==> src/rtl/en_reg_bank_defs.vh <==
// en_reg_bank shared defines: FSM state encodings and default geometry.
`ifndef EN_REG_BANK_DEFS_VH
`define EN_REG_BANK_DEFS_VH
`define ERB_ST_IDLE  1'b0
`define ERB_ST_CLEAR 1'b1
`define ERB_DEPTH    8
`define ERB_WIDTH    8
`endif

==> src/rtl/en_reg_bank_pkg.sv <==
// en_reg_bank package: state constants and defaults from the shared defs.
// Optional parity storage is enabled by EN_REG_BANK_PARITY_EN.
`include "en_reg_bank_defs.vh"

package en_reg_bank_pkg;

  localparam logic ST_IDLE  = `ERB_ST_IDLE;
  localparam logic ST_CLEAR = `ERB_ST_CLEAR;

  localparam int ERB_DEF_DEPTH = `ERB_DEPTH;
  localparam int ERB_DEF_WIDTH = `ERB_WIDTH;

endpackage

==> src/rtl/en_row_reg.sv <==
// en_row_reg: one storage row with async active-low reset and load enable.
// Used DEPTH times by en_reg_bank.
module en_row_reg #(
  parameter int W = 8
) (
  input  logic         clk,
  input  logic         rst_n,
  input  logic         en,
  input  logic [W-1:0] d,
  output logic [W-1:0] q
);

  always_ff @(posedge clk or negedge rst_n) begin
    if (!rst_n) begin
      q <= '0;
    end else if (en) begin
      q <= d;
    end
  end

endmodule

==> src/rtl/en_reg_bank.sv <==
// en_reg_bank: enable-register bank with bulk-clear sweep FSM.
// Define EN_REG_BANK_PARITY_EN to add per-row even parity and rd_perr.
module en_reg_bank
  import en_reg_bank_pkg::*;
#(
  parameter int DEPTH = ERB_DEF_DEPTH,
  parameter int WIDTH = ERB_DEF_WIDTH
) (
  input  logic                     clk,
  input  logic                     rst_n,
  input  logic                     wr_valid,
  output logic                     wr_ready,
  input  logic [$clog2(DEPTH)-1:0] wr_addr,
  input  logic [WIDTH-1:0]         wr_data,
  input  logic                     clr_req,
  input  logic                     rd_en,
  input  logic [$clog2(DEPTH)-1:0] rd_addr,
  output logic [WIDTH-1:0]         rd_data,
  output logic                     rd_valid,
  output logic [DEPTH-1:0]         row_en,
`ifdef EN_REG_BANK_PARITY_EN
  output logic                     rd_perr,
`endif
  output logic                     busy
);

  localparam int AW = $clog2(DEPTH);
  localparam logic [AW-1:0] LAST = AW'(DEPTH - 1);

`ifdef EN_REG_BANK_PARITY_EN
  localparam int RW = WIDTH + 1;
`else
  localparam int RW = WIDTH;
`endif

  logic          state;
  logic [AW-1:0] sweep;
  logic          clr_st;
  logic          wr_fire;
  logic [RW-1:0] ld_data;
  logic [RW-1:0] row_q [DEPTH];

  assign clr_st   = (state == ST_CLEAR);
  assign wr_ready = ~clr_st;
  assign busy     = clr_st;
  assign wr_fire  = wr_valid & wr_ready;

`ifdef EN_REG_BANK_PARITY_EN
  assign ld_data = clr_st ? '0 : {^wr_data, wr_data};
`else
  assign ld_data = clr_st ? '0 : wr_data;
`endif

  always_comb begin
    row_en = '0;
    unique case (1'b1)
      clr_st:  row_en[sweep]   = 1'b1;
      wr_fire: row_en[wr_addr] = 1'b1;
      default: ;
    endcase
  end

  // A clr_req coincident with a write is only sampled in IDLE, so the
  // write lands this edge and the sweep starts on the next cycle.
  always_ff @(posedge clk or negedge rst_n) begin
    if (!rst_n) begin
      state <= ST_IDLE;
      sweep <= '0;
    end else begin
      unique case (state)
        ST_IDLE: begin
          if (clr_req) begin
            state <= ST_CLEAR;
            sweep <= '0;
          end
        end
        ST_CLEAR: begin
          if (sweep == LAST) begin
            state <= ST_IDLE;
            sweep <= '0;
          end else begin
            sweep <= sweep + 1'b1;
          end
        end
        default: begin
          state <= ST_IDLE;
          sweep <= '0;
        end
      endcase
    end
  end

  for (genvar i = 0; i < DEPTH; i++) begin : g_row
    en_row_reg #(
      .W(RW)
    ) u_row (
      .clk  (clk),
      .rst_n(rst_n),
      .en   (row_en[i]),
      .d    (ld_data),
      .q    (row_q[i])
    );
  end

  // Read samples row outputs before this edge's load: read-before-write.
  always_ff @(posedge clk or negedge rst_n) begin
    if (!rst_n) begin
      rd_data  <= '0;
      rd_valid <= 1'b0;
    end else begin
      rd_valid <= rd_en;
      if (rd_en) begin
        rd_data <= row_q[rd_addr][WIDTH-1:0];
      end
    end
  end

`ifdef EN_REG_BANK_PARITY_EN
  always_ff @(posedge clk or negedge rst_n) begin
    if (!rst_n) begin
      rd_perr <= 1'b0;
    end else if (rd_en) begin
      rd_perr <= ^row_q[rd_addr];
    end
  end
`endif

endmodule

==> config.mk <==
export PLATFORM = sky130hd
export DESIGN_NAME = en_reg_bank
export DESIGN_NICKNAME = d
export VERILOG_FILES = /design/src/rtl/en_reg_bank_pkg.sv /design/src/rtl/en_row_reg.sv /design/src/rtl/en_reg_bank.sv
export VERILOG_INCLUDE_DIRS = /design/src /design/src/rtl
export SDC_FILE = /design/constraint.sdc
export NUM_CORES = 1
export LEC_CHECK = 0
export BUFFER_PORTS_ARGS = -buffer_cell sky130_fd_sc_hd__clkbuf_2
export CORE_MARGIN = 2
export CORE_UTILIZATION = 35
export DETAILED_ROUTE_END_ITERATION = 10
export SLEW_MARGIN = 20
export SYNTH_ARGS = -nofsm -noshare
export SYNTH_HDL_FRONTEND = slang
export SYNTH_HIERARCHICAL = 1
export SYNTH_SLANG_ARGS = --single-unit
==> constraint.sdc <==
create_clock -name clk -period 2.1 [get_ports clk]
set_input_delay 0.315 -clock clk [delete_from_list [all_inputs] [get_ports clk]]
set_output_delay 0.315 -clock clk [all_outputs]
set_load 0.02 [all_outputs]
==> out/results.md, run 1 <==
| Result | This run | Unit |
|:---|:---|:---|
| Setup slack of the worst register-to-register path | 530 | ps |
| Via Count | 2352 | - |
| Filler-free cell count of the finished design | 470 | - |
| Clock latency at the later pin of the worst-skew pair | 350 | ps |
| Max-cap violation count | 0 | - |
| Critical path type | reg -> out | - |
| Worst Tran Pin Value | 648.4 | ps |
| Flip-flop and latch count after synthesis | 77 | - |
| Number of sinks handled by clock tree synthesis | 77 | - |
| Final-report max-slew violation count | 0 | - |
| P_leak | 2.235 | nW |
| Number of buffers added for setup after CTS | 0 | - |
| Global Route met3 Usage | 0.04090 | - |
| Headroom to the max-slew limit | 0.5668 | - |
| Clock H-tree levels | 3 | - |
| Antenna violations before repair | 0 | - |
| Bufs and invs on worst path | 3 | - |
| Kind of cell adding the most delay to the critical path | buffers and inverters | - |
| Met1 routing resource usage after global routing | 0.2034 | - |
| Number of placement rows | 38 | - |
| Total instance count after detailed placement | 453 | - |
| Crit Path Max Fanout | 9 | - |
| Chip Height | 109.7 | um |
| Final-layout setup total negative slack | 0 | ps |
| Number of buffers between clock root and the deepest sink | 2 | - |
| Num ports | 38 | - |
| Final cycle utilization of the critical path | 0.9504 | - |
| Endpoint class of the critical path | output port | - |
| Unrepaired setup endpoints after global routing | yes | - |
| Commonest cells after routing, fill and taps aside | sky130_fd_sc_hd__dfrtp_1, sky130_fd_sc_hd__mux2_4, sky130_fd_sc_hd__clkbuf_2 | - |
| Synth warn | 6 | - |
| Global placement routability congestion | 0.7307 | - |
| Placed Instance Area | 0.004277 | mm2 |
| Floorplan die width | 109.7 | um |
| Commonest non-fill, non-tap cell in the layout | sky130_fd_sc_hd__dfrtp_1 | - |
| First-pass GRT wire length | 13370 | um |
| Worst endpoint data arrival time | 1680 | ps |
| Final setup violation count | 0 | - |
| Sum of net half-perimeters after detailed placement | 5678 | um |
| Fraction of final layout cells with drive strength greater than 1 | 0.4242 | - |
| Starting utilization of the core area | 0.3593 | - |
| Synthesized Nets | 296 | - |
| Core footprint | 0.01089 | mm2 |
| Met2 Resource Use GR | 0.2275 | - |
| Tmin final | 1996 | ps |
| Synth-to-Final Area Change | 15.45 | % |
| Cells along the critical path | inv_2 > nand3_1 > o22ai_1 > buf_6 > clkbuf_2 | - |
| Vias per cell | 5.004 | - |
| Synthesized cell area | 0.003913 | mm2 |
| Crit path largest cell delay | 430 | ps |
| Peak supply drop | 0.0007081 | V |
| All-Layer GR Usage | 0.1476 | - |
| WL final | 8050 | um |
| Nature of the critical path startpoint | flip-flop | - |
| Number of global-route vias before repair | 2492 | - |
| Final Hold Vio Count | 0 | - |
| Largest net degree at the start of global routing | 33 | - |
| Clock input transition at the sequential cells of the worst setup and hold paths | 70 | ps |
| N_diodes | 0 | - |
| Gr ovfl total | 0 | - |
| Post-detailed-route wirelength per cell | 17.13 | um |
| Power Density | 1232 | mW/mm2 |
| Gate Count Post-Synth | 275 | - |
| Most used routing layer in global routing | met2 | - |
| Antenna violation net count after detailed routing | 0 | - |
| Master of the slowest instance on the critical path | sky130_fd_sc_hd__dfrtp_1 | - |
| Number of buffers created by CTS | 9 | - |
| HP Class | in -> reg | - |
| Number of distinct library cell variants in the gate-level netlist after synthesis | 23 | - |
| Clock Tree Root | sky130_fd_sc_hd__clkbuf_8 | - |
| Achievable Freq | 0.5011 | GHz |
| Net count, final | 346 | - |
| Area of all placed cells without fillers | 0.004517 | mm2 |
| CTS tree | done | - |
| Overall die area | 0.01204 | mm2 |
| # DRC | 0 | - |
| Post-synthesis sequential area ratio | 0.4925 | - |
| Utilization of the core after routing | 0.4148 | - |
| Required time of the worst setup path | 1780 | ps |
| Worst clock skew on the final layout | 9.049 | ps |
| Total of buffers placed on input and output ports | 37 | - |
| Initial DRT Pass Iterations | 4 | - |
| Run status | completed | - |
| Syn_area_per_cell | 14.23 | um2 |
| DR iter-0 viols | 53 | - |
==> logic make-up (layout without fill, tap and decap cells) <==
logic type,after synthesis,count (layout),synth area share
flip-flops,77,77,0.4925
buffers and inverters,21,76,0.04605
AO/OA/AOI/OAI,35,35,0.07196
multiplexers,89,89,0.3096
AND/OR/NAND/NOR,51,51,0.07356
adder cells (fa/ha/maj),2,2,0.006395
==> registers in the layout, summed over array words and instances, names as in the netlist <==
name,count
busy,1
rd_valid,1
g_row.u_row/q,64
rd_data,8
sweep,3
==> cell usage after synthesis <==
cell type / count / area share
sky130_fd_sc_hd__nor2b_1: 24 / 0.038
sky130_fd_sc_hd__mux2_4: 64 / 0.25
sky130_fd_sc_hd__nand2b_1: 6 / 0.0096
sky130_fd_sc_hd__or2_2: 1 / 0.0016
sky130_fd_sc_hd__buf_2: 2 / 0.0026
sky130_fd_sc_hd__and2b_1: 1 / 0.0019
sky130_fd_sc_hd__buf_12: 1 / 0.0051
sky130_fd_sc_hd__nor2_2: 1 / 0.0016
sky130_fd_sc_hd__nand3_1: 10 / 0.013
sky130_fd_sc_hd__buf_4: 2 / 0.0038
sky130_fd_sc_hd__inv_1: 3 / 0.0029
sky130_fd_sc_hd__mux2i_1: 25 / 0.064
sky130_fd_sc_hd__o21ai_0: 2 / 0.0026
sky130_fd_sc_hd__ha_1: 2 / 0.0064
sky130_fd_sc_hd__a211o_1: 8 / 0.018
sky130_fd_sc_hd__buf_6: 10 / 0.029
sky130_fd_sc_hd__o32ai_1: 2 / 0.0045
sky130_fd_sc_hd__o22ai_1: 7 / 0.011
sky130_fd_sc_hd__clkbuf_1: 3 / 0.0029
sky130_fd_sc_hd__dfrtp_1: 77 / 0.49
sky130_fd_sc_hd__a22oi_1: 8 / 0.015
sky130_fd_sc_hd__nand2_1: 8 / 0.0077
sky130_fd_sc_hd__a41o_1: 8 / 0.020
==> cell type report <==
type,instances,area (um2)
Fill cell,998,6371
Sequential cell,77,1927
Multi-Input combinational cell,177,1821
Timing Repair Buffer,57,371.6
Tap cell,140,175.2
Clock buffer,13,168.9
Clock inverter,3,42.54
Inverter,3,11.26
==> metrics by stage <==
step	power, mW	worst slack, ps	hold WS (ps)
global placement	4.324	451.3	271.6
global route	5.891	-11.19	183.3
floorplan	3.827	61.81	19.41
finish	5.564	104.2	193.4
CTS	5.577	19.92	178.6
detailed placement	4.372	382.5	279.0
==> where the power goes <==
group	internal (mW)	leakage, nW	switching, mW	total, mW
logic	1.16	1.09	1.05	2.21
clock network	0.646	0.106	0.547	1.19
registers	1.89	1.03	0.272	2.16
total	3.69	2.23	1.87	5.56
==> per-layer routing <==
layer  wire [um]  vias to the layer above  part of all wire
met5           0                        -                 0
met4         107                        0             0.013
met3         315                        9             0.039
met2        3736                       53              0.46
met1        3890                     1188              0.48
li1            -                     1102                 -
==> path summary, 6_finish.rpt <==
check,end,start,cells past startpoint
worst max-delay path,row_en[5],busy,5
worst min-delay path,sweep[2],clr_req,2
worst max register to register,g_row[0].u_row/q[2],sweep[0],4
worst min register to register,g_row[4].u_row/q[6],g_row[4].u_row/q[6],1
max in group asynchronous,g_row[1].u_row/q[2],rst_n,3
min in group asynchronous,g_row[7].u_row/q[4],rst_n,2
==> worst reg2reg max path: cells and delay by family, from the launching register on <==
family	cells	cell delay, ps
flops	1	420
mux	1	310
compound gates	1	270
simple gates	1	240
buf+inv	1	220
==> what timing repair did <==
item,in CTS,in global routing
hold buffers,1,0
gates resized for setup,1,5
endpoints found under the setup margin,1,8
hold endpoints to repair,30,0
No activity file was read; power rests on OpenSTA's default activity.
==> inputs of run 2 (changes only) <==
--- a/config.mk
+++ b/config.mk
@@ -8,8 +8,9 @@
 export LEC_CHECK = 0
 export BUFFER_PORTS_ARGS = -buffer_cell sky130_fd_sc_hd__clkbuf_2
 export CORE_MARGIN = 2
-export CORE_UTILIZATION = 35
+export CORE_UTILIZATION = 30
 export DETAILED_ROUTE_END_ITERATION = 10
+export REMOVE_ABC_BUFFERS = 1
 export SLEW_MARGIN = 20
 export SYNTH_ARGS = -nofsm -noshare
 export SYNTH_HDL_FRONTEND = slang
==> run 2 against run 1 <==
Clock skew shrank 3.7 ps. Non-clock buffer count grew 11. Via count grew 3.4%. First-iteration DRC count grew to 2.5 times the previous value. Design area grew 4.9%. Global-route usage shrank 1.1 points. Worst setup slack lost 15 ps. Wire length grew 13%. Critical path type unchanged.
==> out/results.md, run 2 (synthesized netlist as in run 1, its figures left out) <==
| Result | This run | Unit |
|:---|:---|:---|
| Utilization of the core after routing | 0.3741 | - |
| Net count, final | 357 | - |
| HP Class | in -> reg | - |
| Startpoint of the worst register-to-register path | busy | - |
| Clock latency at the later pin of the worst-skew pair | 330 | ps |
| Combinational group share of total power | 0.393 | - |
| Crit path largest cell delay | 470 | ps |
| Fillers | 1229 | - |
| Number of placement rows | 41 | - |
| DR iter-0 viols | 134 | - |
| CTS tree | done | - |
| Total of buffers placed on input and output ports | 37 | - |
| Headroom to the max-slew limit | 0.5528 | - |
| Regs by FF count | g_row.u_row/q: 64 flops, rd_data: 8 flops, sweep: 3 flops | - |
| Clock H-tree levels | 3 | - |
| Final Hold Vio Count | 0 | - |
| Placed Instance Area | 0.004322 | mm2 |
| WL final | 9132 | um |
| Worst Tran Pin Value | 669.4 | ps |
| P_leak | 2.342 | nW |
| Number of buffers created by CTS | 9 | - |
| Clock Tree Root | sky130_fd_sc_hd__clkbuf_16 | - |
| Critical path type | reg -> out | - |
| Sw Pwr | 2.031 | mW |
| Sequential cell area | 0.001927 | mm2 |
| Antenna violations before repair | 0 | - |
| Register containing the most flip-flops in the final layout | g_row.u_row/q | - |
| Floorplan die width | 118.2 | um |
| Tmin final | 2011 | ps |
| Fraction of final layout cells with drive strength greater than 1 | 0.4457 | - |
| Worst endpoint data arrival time | 1700 | ps |
| All-Layer GR Usage | 0.1368 | - |
| Initial DRT Pass Iterations | 4 | - |
| Number of global-route vias before repair | 2580 | - |
| Gr ovfl total | 0 | - |
| First-pass GRT wire length | 14790 | um |
| Relative contribution of the clock network to total power | 0.255 | - |
| Critical path launch point | sweep[2] | - |
| Final setup violation count | 0 | - |
| Via Count | 2432 | - |
| Filler-free cell count of the finished design | 513 | - |
| Number of buffers between clock root and the deepest sink | 2 | - |
| Vias per cell | 4.741 | - |
| Core footprint | 0.01267 | mm2 |
| Master of the slowest instance on the critical path | sky130_fd_sc_hd__dfrtp_1 | - |
| Worst clock skew on the final layout | 5.388 | ps |
| Post-detailed-route wirelength per cell | 17.80 | um |
| Overall die area | 0.01397 | mm2 |
| Number of sinks handled by clock tree synthesis | 77 | - |
| Total power | 6.148 | mW |
| Area taken by multi-input logic gates | 0.001827 | mm2 |
| Commonest non-fill, non-tap cell in the layout | sky130_fd_sc_hd__dfrtp_1 | - |
| Achievable Freq | 0.4974 | GHz |
| Starting utilization of the core area | 0.3088 | - |
| Flip-flop count of the largest register, all copies and words added | 64 | - |
| Final cycle utilization of the critical path | 0.9574 | - |
| Max-cap violation count | 0 | - |
| Global placement routability congestion | 0.7416 | - |
| Nature of the critical path startpoint | flip-flop | - |
| Area of all placed cells without fillers | 0.004740 | mm2 |
| N_diodes | 0 | - |
| Kind of cell adding the most delay to the critical path | buffers and inverters | - |
| Peak supply drop | 0.0004736 | V |
| Synth-to-Final Area Change | 21.14 | % |
| Required time of the worst setup path | 1780 | ps |
| Switching power as a share of total power | 0.3304 | - |
| Beginning of the worst hold path | clr_req | - |
| Num ports | 38 | - |
| Total instance count after detailed placement | 484 | - |
| Proportion of power drawn by flip-flops and latches | 0.352 | - |
| Final-report max-slew violation count | 0 | - |
| Commonest cells after routing, fill and taps aside | sky130_fd_sc_hd__dfrtp_1, sky130_fd_sc_hd__mux2_4, sky130_fd_sc_hd__clkbuf_2 | - |
| Cells along the critical path | nand2b_1 > o22ai_1 > buf_4 > clkbuf_2 | - |
| Design internal power | 4.117 | mW |
| Unrepaired setup endpoints after global routing | yes | - |
| Crit Path Max Fanout | 9 | - |
| Chip Height | 118.2 | um |
| # DRC | 0 | - |
| Clock input transition at the sequential cells of the worst setup and hold paths | 60 | ps |
| Sum of net half-perimeters after detailed placement | 6018 | um |
| Largest net degree at the start of global routing | 54 | - |
| Endpoint class of the critical path | output port | - |
| Bufs and invs on worst path | 2 | - |
| Final-layout setup total negative slack | 0 | ps |
| Run status | completed | - |
| Antenna violation net count after detailed routing | 0 | - |
| Power Density | 1297 | mW/mm2 |
## run 2: cell type report
cell class,instances,share of cell area
Sequential cell,77,0.4065
Multi-Input combinational cell,177,0.3854
Timing Repair Buffer,68,0.09688
Clock buffer,10,0.05042
Tap cell,172,0.04541
Clock inverter,6,0.01294
Inverter,3,0.002376
## run 2: final timing paths
path / endpoint / slack (ps) / depth (start not counted)
max in group asynchronous: rd_data[0] / 1040 / 3
worst max register to register: g_row[4].u_row/q[1] / 350 / 7
worst min register to register: g_row[4].u_row/q[1] / 510 / 1
min in group asynchronous: g_row[3].u_row/q[3] / 440 / 2
worst min-delay path: sweep[2] / 220 / 2
worst max-delay path: row_en[3] / 90 / 4
## run 2: through the flow
| step | hold slack, ps | setup WS [ps] |
|---|---|---|
| 6_report | 223.3 | 89.40 |
| 5_1_grt | 241.1 | -18.15 |
| 4_1_cts | 215.7 | 18.50 |
| 3_5_place_dp | 252.6 | 353.6 |
| 3_3_place_gp | 250.2 | 376.7 |
| 2_1_floorplan | 19.41 | -715.5 |
## run 2: layer usage
layer	GRT usage	vias to the layer above	part of all wire
met5	0	-	0
met4	0.04217	0	0.013
met3	0.02896	11	0.035
met2	0.2160	48	0.47
met1	0.1878	1251	0.48
li1	-	1122	-
## run 2: power by group through the flow
stage          combinational, mW  clock (mW)  sequential [mW]
6_report                    2.42        1.57             2.16
5_1_grt                     2.59        1.66             2.21
4_1_cts                     2.31        1.60             2.16
3_5_place_dp                2.29           0             2.18
3_3_place_gp                2.24           0             2.16
2_1_floorplan               1.53           0             2.17
## run 2: repair_timing
action	4_1_cts	5_1_grt
gates resized for setup	2	2
setup endpoints to repair	2	3
endpoints found under the hold margin	24	0
hold buffers	1	0
setup buffers	0	12
## run 2: worst reg2reg max path: stages, from the launching register on
cell and delay, ps:
sky130_fd_sc_hd__dfrtp_1 410, sky130_fd_sc_hd__inv_1 80, sky130_fd_sc_hd__buf_4 130, sky130_fd_sc_hd__nand3_1 160
sky130_fd_sc_hd__o22ai_1 210, sky130_fd_sc_hd__buf_6 170, sky130_fd_sc_hd__buf_4 160, sky130_fd_sc_hd__mux2_4 300
==> inputs of run 3 (changes only) <==
--- a/config.mk
+++ b/config.mk
@@ -8,7 +8,7 @@
 export LEC_CHECK = 0
 export BUFFER_PORTS_ARGS = -buffer_cell sky130_fd_sc_hd__clkbuf_2
 export CORE_MARGIN = 2
-export CORE_UTILIZATION = 30
+export CORE_UTILIZATION = 25
 export DETAILED_ROUTE_END_ITERATION = 10
 export REMOVE_ABC_BUFFERS = 1
 export SLEW_MARGIN = 20
==> constraint.sdc (replaced) <==
create_clock -name clk -period 2.1 [get_ports clk]
set_input_delay 0.315 -clock clk [delete_from_list [all_inputs] [get_ports clk]]
set_output_delay 0.315 -clock clk [all_outputs]
set_load 0.05 [all_outputs]
==> run 3 against run 2 <==
Combinational power rose by 13%. Die area grew 19%. Critical path depth up 1. Sequential share of layout area fell by 0.72 points. Worst hold slack worse by 19 ps. Register-to-register slack about the same. Worst setup slack worse by 33 ps. Count of clock-buffer cells in the layout did not move. Clock power up 9.6%. Critical endpoint is now row_en[7].
==> out/results.md, run 3 (synthesized netlist as in run 1, its figures left out) <==
| Result | This run | Unit |
|:---|:---|:---|
| Flip-flop count of the largest register, all copies and words added | 64 | - |
| Final setup violation count | 0 | - |
| Cells on Worst Hold Path | 2 | - |
| HP Class | in -> reg | - |
| Antenna violation net count after detailed routing | 0 | - |
| Pre-CTS setup slack | 264.6 | ps |
| Startpoint of the worst register-to-register path | busy | - |
| Achievable Freq | 0.4892 | GHz |
| Final Hold Vio Count | 0 | - |
| Setup slack of the worst register-to-register path | 350 | ps |
| Starting utilization of the core area | 0.2564 | - |
| Tmin final | 2044 | ps |
| Worst Tran Pin Value | 753.1 | ps |
| Master of the slowest instance on the critical path | sky130_fd_sc_hd__dfrtp_1 | - |
| Worst hold slack | 204.0 | ps |
| DR iter-0 viols | 135 | - |
| Final-report max-slew violation count | 0 | - |
| Worst r2r dst | g_row[1].u_row/q[0] | - |
| Final cycle utilization of the critical path | 0.9733 | - |
| Overall die area | 0.01667 | mm2 |
| Regs by FF count | g_row.u_row/q: 64 flops, rd_data: 8 flops, sweep: 3 flops | - |
| Worst clock skew on the final layout | 8.294 | ps |
| All-Layer GR Usage | 0.1172 | - |
| N_diodes | 0 | - |
| Via Count | 2411 | - |
| Num ports | 38 | - |
| Depth of the worst register-to-register path | 5 | - |
| Power Density | 1374 | mW/mm2 |
| Register containing the most flip-flops in the final layout | g_row.u_row/q | - |
| Clock H-tree levels | 3 | - |
| Largest net degree at the start of global routing | 41 | - |
| Commonest non-fill, non-tap cell in the layout | sky130_fd_sc_hd__dfrtp_1 | - |
| Peak supply drop | 0.0005627 | V |
| WL final | 9356 | um |
| Floorplan die width | 129.1 | um |
| Post-detailed-route wirelength per cell | 17.36 | um |
| Number of sinks handled by clock tree synthesis | 77 | - |
| Final setup slack of the worst path | 56.01 | ps |
| Number of buffers created by CTS | 9 | - |
| Worst endpoint data arrival time | 1730 | ps |
| Hold Path End | sweep[2] | - |
| Endpoint class of the critical path | output port | - |
| Number of global-route vias before repair | 2558 | - |
| Unrepaired setup endpoints after global routing | yes | - |
| Final-layout setup total negative slack | 0 | ps |
| CTS tree | done | - |
| Commonest cells after routing, fill and taps aside | sky130_fd_sc_hd__dfrtp_1, sky130_fd_sc_hd__mux2_4, sky130_fd_sc_hd__clkbuf_2 | - |
| Fillers | 1495 | - |
| Headroom to the max-slew limit | 0.4969 | - |
| Clock input transition at the sequential cells of the worst setup and hold paths | 60 | ps |
| Vias per cell | 4.473 | - |
| Crit Path Max Fanout | 9 | - |
| Required time of the worst setup path | 1780 | ps |
| Net count, final | 344 | - |
| Synth-to-Final Area Change | 23.31 | % |
| Nature of the critical path startpoint | flip-flop | - |
| Initial DRT Pass Iterations | 4 | - |
| Antenna violations before repair | 0 | - |
| Total of buffers placed on input and output ports | 37 | - |
| Gr ovfl total | 0 | - |
| Cells along the critical path | inv_2 > nand3_1 > o22ai_1 > buf_6 > buf_12 | - |
| P_leak | 2.308 | nW |
| Beginning of the worst hold path | clr_req | - |
| Clock latency at the later pin of the worst-skew pair | 340 | ps |
| Run status | completed | - |
| Sum of net half-perimeters after detailed placement | 6328 | um |
| Crit path largest cell delay | 470 | ps |
| Clock Tree Root | sky130_fd_sc_hd__clkbuf_16 | - |
| Critical path type | reg -> out | - |
| Max-cap violation count | 0 | - |
| First-pass GRT wire length | 14660 | um |
| Number of buffers between clock root and the deepest sink | 2 | - |
| Global placement routability congestion | 0.7761 | - |
| Core footprint | 0.01526 | mm2 |
| Number of placement rows | 45 | - |
| # DRC | 0 | - |
| Fraction of final layout cells with drive strength greater than 1 | 0.4268 | - |
| Chip Height | 129.1 | um |
[run 3: changes by cell type in the layout (fill, tap and decap cells not counted)]
cell                        change
sky130_fd_sc_hd__buf_4         -16
sky130_fd_sc_hd__buf_12         +6
sky130_fd_sc_hd__clkbuf_2       -6
sky130_fd_sc_hd__buf_6          +3
sky130_fd_sc_hd__clkinv_2       -3
sky130_fd_sc_hd__clkinv_4       +2
sky130_fd_sc_hd__bufinv_16      +1
sky130_fd_sc_hd__inv_1          -1
sky130_fd_sc_hd__inv_2          +1
[run 3: through the flow]
step / total power [mW] / util / std cells / instance area [um2]
2_1_floorplan: 4.000 / - / 257 / 3744
3_3_place_gp: 4.811 / 0.2904 / 519 / 4431
3_5_place_dp: 4.865 / 0.2904 / 519 / 4431
4_1_cts: 6.629 / 0.3136 / 536 / 4785
5_1_grt: 6.934 / 0.3162 / 539 / 4825
6_report: 6.627 / 0.3162 / 539 / 4825
[run 3: area by class of cell]
cell class | instances | area [um2] | share of cell area
inverter | 3 | 11.26 | 0.002334
multi-input combinational | 177 | 1827 | 0.3786
tap | 211 | 264.0 | 0.05472
sequential | 77 | 1927 | 0.3994
clock inverter | 6 | 93.84 | 0.01945
timing repair buffer | 55 | 462.9 | 0.09595
clock buffer | 10 | 239.0 | 0.04953
[run 3: repair_timing]
item | in CTS | in global routing
setup buffers | 0 | 3
hold endpoints to repair | 35 | 0
setup endpoints to repair | 7 | 5
gates resized for setup | 4 | 4
hold buffers | 1 | 0
[run 3: report_power, final]
part	total [mW]	switching (mW)	internal, mW
Sequential	2.17	0.282	1.89
Clock	1.72	0.635	1.08
Combinational	2.74	1.43	1.30
[run 3: worst max-delay path by stage]
stage	startpoint	end	cells after the start
CTS	busy	row_en[3]	5
finish	busy	row_en[7]	5
floorplan	busy	g_row[0].u_row/q[0]	3
global route	busy	row_en[7]	5
detailed placement	busy	g_row[1].u_row/q[7]	5
global placement	busy	g_row[1].u_row/q[1]	5
[run 3: worst max-delay path, delay by kind of cell (launching register included)]
family          cells  cell delay (ps)
flops               1              470
simple gates        1              160
compound gates      1              230
buf+inv             3              530
[run 3: routing by layer]
| metal | global-route usage | vias up | part of all wire |
|---|---|---|---|
| met5 | 0 | - | 0 |
| met4 | 0.03645 | 0 | 0.014 |
| met3 | 0.03757 | 9 | 0.042 |
| met2 | 0.1783 | 51 | 0.47 |
| met1 | 0.1593 | 1258 | 0.48 |
| li1 | - | 1093 | - |
